File: config.mk
export PLATFORM = sky130hd
export DESIGN_NAME = hex_display_ctrl
export DESIGN_NICKNAME = d
export VERILOG_FILES = /design/src/rtl/hex_display_ctrl.sv
export SDC_FILE = /design/constraint.sdc
export NUM_CORES = 1
export LEC_CHECK = 0
export BUFFER_PORTS_ARGS = -buffer_cell sky130_fd_sc_hd__clkbuf_2
export CORE_UTILIZATION = 52
export CTS_BUF_LIST = sky130_fd_sc_hd__clkbuf_4 sky130_fd_sc_hd__clkbuf_8
export DETAILED_ROUTE_END_ITERATION = 10
export GPL_TIMING_DRIVEN = 0
export PLACE_DENSITY = 0.69
export SLEW_MARGIN = 20
export SYNTH_ARGS = -nofsm -noshare
export SYNTH_HDL_FRONTEND = slang
export SYNTH_SLANG_ARGS = --single-unit
File: constraint.sdc
create_clock -name clk -period 25.5 [get_ports clk]
set_clock_uncertainty 0.1 [all_clocks]
set_input_delay 0 -clock clk [delete_from_list [all_inputs] [get_ports clk]]
set_output_delay 0 -clock clk [all_outputs]
set_load 0.02 [all_outputs]
File: src/rtl/hex_display_ctrl.sv
// N-digit seven-segment controller: buffered hex/raw message shown static, scrolling or blinking,
// with a caller pattern override. All outputs are registered.
module hex_display_ctrl #(
    parameter int unsigned NUM_DIGITS = 6,
    parameter int unsigned MSG_DEPTH  = 16,
    parameter int unsigned CLK_HZ     = 50000000,
    parameter int unsigned SCROLL_HZ  = 4,
    parameter int unsigned BLINK_HZ   = 2,
    parameter bit          ACTIVE_LOW = 1'b1,
    localparam int unsigned AW        = $clog2(MSG_DEPTH)
) (
    input  logic                    clk,
    input  logic                    reset,
    input  logic                    wr_en,
    input  logic [AW-1:0]           wr_addr,
    input  logic [7:0]              wr_data,
    input  logic [AW:0]             msg_len,
    input  logic [1:0]              mode,
    input  logic                    override,
    input  logic [7*NUM_DIGITS-1:0] override_pattern,
    output logic [7*NUM_DIGITS-1:0] seg_out,
    output logic                    wrap_pulse
);

    localparam int unsigned SEG_W      = 7 * NUM_DIGITS;
    localparam int unsigned LW         = AW + 1;
    localparam int unsigned SCROLL_DIV = CLK_HZ / SCROLL_HZ;
    localparam int unsigned BLINK_DIV  = CLK_HZ / (2 * BLINK_HZ);
    localparam int unsigned SCW        = $clog2(SCROLL_DIV + 1);
    localparam int unsigned BCW        = $clog2(BLINK_DIV + 1);
    localparam int unsigned IW         = $clog2(MSG_DEPTH + NUM_DIGITS) + 1;

    logic [7:0]       msg_q [MSG_DEPTH];
    logic [AW-1:0]    ptr_q, ptr_d, ptr_eff;
    logic [SCW-1:0]   scroll_cnt_q, scroll_cnt_d;
    logic [BCW-1:0]   blink_cnt_q, blink_cnt_d;
    logic             blink_on_q, blink_on_d;
    logic [1:0]       mode_q;
    logic             wrap_q, wrap_d;
    logic [SEG_W-1:0] seg_q, seg_d, raw_d;
    logic [LW-1:0]    len;
    logic             mode_chg, scroll_tick, blink_tick, blink_off, ptr_stale;

    function automatic logic [6:0] decode(input logic [7:0] c);
        logic [6:0] s;
        if (c[7]) begin
            s = c[6:0];
        end else begin
            case (c[3:0])
                4'h0: s = 7'h3F;
                4'h1: s = 7'h06;
                4'h2: s = 7'h5B;
                4'h3: s = 7'h4F;
                4'h4: s = 7'h66;
                4'h5: s = 7'h6D;
                4'h6: s = 7'h7D;
                4'h7: s = 7'h07;
                4'h8: s = 7'h7F;
                4'h9: s = 7'h6F;
                4'hA: s = 7'h77;
                4'hB: s = 7'h7C;
                4'hC: s = 7'h39;
                4'hD: s = 7'h5E;
                4'hE: s = 7'h79;
                4'hF: s = 7'h71;
            endcase
        end
        return s;
    endfunction

    always_comb begin
        len         = (msg_len > LW'(MSG_DEPTH)) ? LW'(MSG_DEPTH) : msg_len;
        mode_chg    = (mode != mode_q);
        scroll_tick = (scroll_cnt_q == SCW'(SCROLL_DIV - 1));
        blink_tick  = (blink_cnt_q == BCW'(BLINK_DIV - 1));
        ptr_stale   = ({1'b0, ptr_q} >= len);
        // A mode change restarts scroll/blink on the same edge the content switches.
        ptr_eff     = (mode_chg || ptr_stale) ? '0 : ptr_q;
        blink_off   = mode[1] && !mode_chg && !blink_on_q;
    end

    always_comb begin
        scroll_cnt_d = scroll_tick ? '0 : scroll_cnt_q + SCW'(1);
        blink_cnt_d  = blink_tick ? '0 : blink_cnt_q + BCW'(1);
        blink_on_d   = blink_tick ? !blink_on_q : blink_on_q;
        ptr_d        = ptr_q;
        wrap_d       = 1'b0;
        if (mode_chg) begin
            scroll_cnt_d = '0;
            blink_cnt_d  = '0;
            blink_on_d   = 1'b1;
            ptr_d        = '0;
        end else if (len == '0 || ptr_stale) begin
            ptr_d = '0;
        end else if (scroll_tick && mode[0]) begin
            if ({1'b0, ptr_q} == len - LW'(1)) begin
                ptr_d  = '0;
                wrap_d = 1'b1;
            end else begin
                ptr_d = ptr_q + AW'(1);
            end
        end
    end

    always_comb begin
        logic [IW-1:0] idx;
        raw_d = '0;
        idx   = '0;
        for (int k = 0; k < NUM_DIGITS; k++) begin
            if (len == '0) begin
                raw_d[7*k +: 7] = 7'h00;
            end else if (mode[0]) begin
                // Leftmost digit (k = NUM_DIGITS-1) shows the entry at ptr.
                idx = IW'(ptr_eff) + IW'(NUM_DIGITS - 1 - k);
                for (int n = 0; n < NUM_DIGITS; n++) begin
                    if (idx >= IW'(len)) idx = idx - IW'(len);
                end
                raw_d[7*k +: 7] = decode(msg_q[idx[AW-1:0]]);
            end else if (LW'(k) < len) begin
                raw_d[7*k +: 7] = decode(msg_q[AW'(k)]);
            end
            if (blink_off) raw_d[7*k +: 7] = 7'h00;
        end
        seg_d = override ? override_pattern : raw_d;
    end

    always_ff @(posedge clk) begin
        if (reset) begin
            for (int i = 0; i < MSG_DEPTH; i++) msg_q[i] <= 8'h80;
            ptr_q        <= '0;
            scroll_cnt_q <= '0;
            blink_cnt_q  <= '0;
            blink_on_q   <= 1'b1;
            mode_q       <= 2'b00;
            wrap_q       <= 1'b0;
            seg_q        <= {SEG_W{ACTIVE_LOW}};
        end else begin
            if (wr_en) msg_q[wr_addr] <= wr_data;
            ptr_q        <= ptr_d;
            scroll_cnt_q <= scroll_cnt_d;
            blink_cnt_q  <= blink_cnt_d;
            blink_on_q   <= blink_on_d;
            mode_q       <= mode;
            wrap_q       <= wrap_d;
            seg_q        <= ACTIVE_LOW ? ~seg_d : seg_d;
        end
    end

    assign seg_out    = seg_q;
    assign wrap_pulse = wrap_q;

endmodule

==> impl_metrics.toml <==
[outcome]
status = "finished, final reports clean"

[critical_path]
cp_num_buf_inv = 16
arrival_ps = 18630
cpLargestDelayFamily = "compound AO/OA/AOI/OAI gates"
cp_max_fo = 21
critPathLaunchType = "primary input"
cp.required_ps = 25870
endpoint_kind = "flop"
crit_slowest_cell = "o21ai_1"
cpMostUsedCell = "ha_1"
worstSetupPathType = "in -> reg"
max_stage_delay_ps = 760

[timing]
maxSlewViolCount = 0
rsz0062_at_grt = "no"
finalCritPeriodShare_pct = 71.6
fin_hold_ws_ps = 37.2
finalHoldViolCount = 0
setup_viol = 0
finalSetupTns_ps = 0
tightest_slew_ps = 1190
max_freq_ghz = 0.0548
min_period_ps = 18260
max-slew-margin-rel_pct = 18.7
finalWorstSetupSlack_ps = 7240

[final_layout]
multi_input_area_um2 = 23100
layout-drive-gt1-share_pct = 11.1
nets = 4392
stdcell_count = 4841
final_common_cell = "nand2_1"
fillers = 5428
layout_common_cells = "nand2_1, nor2_1, mux2i_1, ha_1, a21oi_1"
seq_area_um2 = 5810
syn_to_final_growth_pct = 11.0

[drt]
finalWirelength_um = 114000
wl_per_cell_um = 23.5
dr.pass1.iters = 6
antenna_left = 0
vias = 31146
via_per_inst = 6.43
drc_errors = 0
drtIter0Drc = 3560

[global_route]
grtUsageTotal_pct = 37.2
antenna_found_initial = 2
grt-ovfl-total = 0
grt_max_degree = 41
grt_pass1_wl_um = 171000
grt_pass1_vias = 28801

[clocking]
cts_sinks = 226
cts.path.max_buffers = 3
clk_pin_slew_ps = 60
post_cts_buffers = 0
clk_latency_ps = 630
cts_root_buffer = "clkbuf_8"
cts_made_buffers = 39
htreeDepth = 2
cts_tree = "yes"

[synthesis]
ys.flop_type = "edfxtp_1"
ys_seq_area_share_pct = 19.1
syn-num-nets = 4156
syn-cell-area_um2 = 30400
synth_cell_types = 106
yosys_warnings = 0
synth-edff-count = 128
ys_seq_elements = 226
syn_area_per_cell_um2 = 7.99
async_flop_share_pct = 0
synth_cells = 3807

[die]
die_h_um = 244
rows = 88
dieArea_um2 = 59400
fp.coreArea_um2 = 57700
start_util_pct = 52.7
fp.dieW_um = 244
pin_count = 108

[placement]
dp_hpwl_um = 89300
gp_congestion = 1.06
numPortBuffers = 104
placed_cells = 4679
place_ws_ps = 6810

[worst_hold_path]
holdCritPathClass = "in -> reg"

[run]
maxCapViolCount = 0
==> sequential cells by signal, indices dropped and copies added, names as in the netlist <==
register and cells:
wrap_pulse 1, scroll_cnt_q 24, blink_cnt_q 24, ptr_q 4
blink_on_q 1, seg_out 42, msg_q 128, mode_q 2
==> path summary, 6_finish.rpt <==
| kind | cells past startpoint | slack [ps] | start | endpoint |
|---|---|---|---|---|
| hold / removal | 3 | 40 | override_pattern[31] | seg_out[31]$_SDFF_PP1_ |
| hold reg to reg | 1 | 350 | scroll_cnt_q[0]$_SDFF_PP0_ | scroll_cnt_q[0]$_SDFF_PP0_ |
| setup / recovery | 73 | 7240 | msg_len[4] | seg_out[31]$_SDFF_PP1_ |
| setup reg to reg | 68 | 7480 | ptr_q[0]$_SDFFE_PP0P_ | seg_out[31]$_SDFF_PP1_ |
==> cell families after synthesis <==
logic type      Yosys count  synth area share (%)
compound gates         1036                  23.0
xor+xnor                129                  3.72
fa+ha+maj               284                  12.5
buf+inv                 385                  5.18
flops                   226                  19.1
mux                     388                  14.3
simple gates           1359                  22.2
==> worst min-delay path: cells and delay by family <==
kind / cells / cell delay [ps]
compound gates: 1 / 70
buf+inv: 2 / 630
==> what timing repair did <==
action,4_1_cts,5_1_grt
hold buffers,88,0
hold endpoints to repair,143,0
endpoints found under the setup margin,0,0
resized for setup,0,0
==> cells in the mapped netlist, types with 97 or more instances <==
master	count	share of area, %
nand3_1	103	1.7
a21oi_1	249	4.1
o21ai_0	184	3.0
dfxtp_1	98	6.5
a211oi_1	97	2.4
ha_1	250	10
mux2_2	105	3.9
edfxtp_1	128	13
nor2_1	284	3.5
mux2i_1	251	8.3
inv_1	179	2.2
and2_1	147	3.0
clkbuf_1	123	1.5
nand2_1	384	4.7
==> routing by layer <==
metal | vias to the layer above | track usage, % | wire length, um
li1 | 14562 | - | -
met1 | 14672 | 49.6 | 47600
met2 | 1625 | 56.9 | 48400
met3 | 285 | 10.0 | 13300
met4 | 2 | 14.4 | 4650
met5 | - | 0 | 13
==> area by class of cell <==
class,count,area share [%]
well taps,765,2.84
plain buffers,202,2.63
inverters,183,2.04
repair buffers,195,4.33
clock inverters,17,0.604
flip-flops and latches,226,17.2
diodes,2,0.0148
multi-input cells,3196,68.3
clock buffers,55,2.04
==> per-stage QoR <==
step | util, % | cell area [um^2]
6_report | 58.5 | 33800
5_1_grt | 58.5 | 33700
4_1_cts | 58.5 | 33700
3_5_place_dp | 55.4 | 32000
3_3_place_gp | 55.3 | 31900
2_1_floorplan | - | 30400
Power is not shown: default switching activity piles up to over one toggle a cycle in this logic, so the estimate is an artifact.
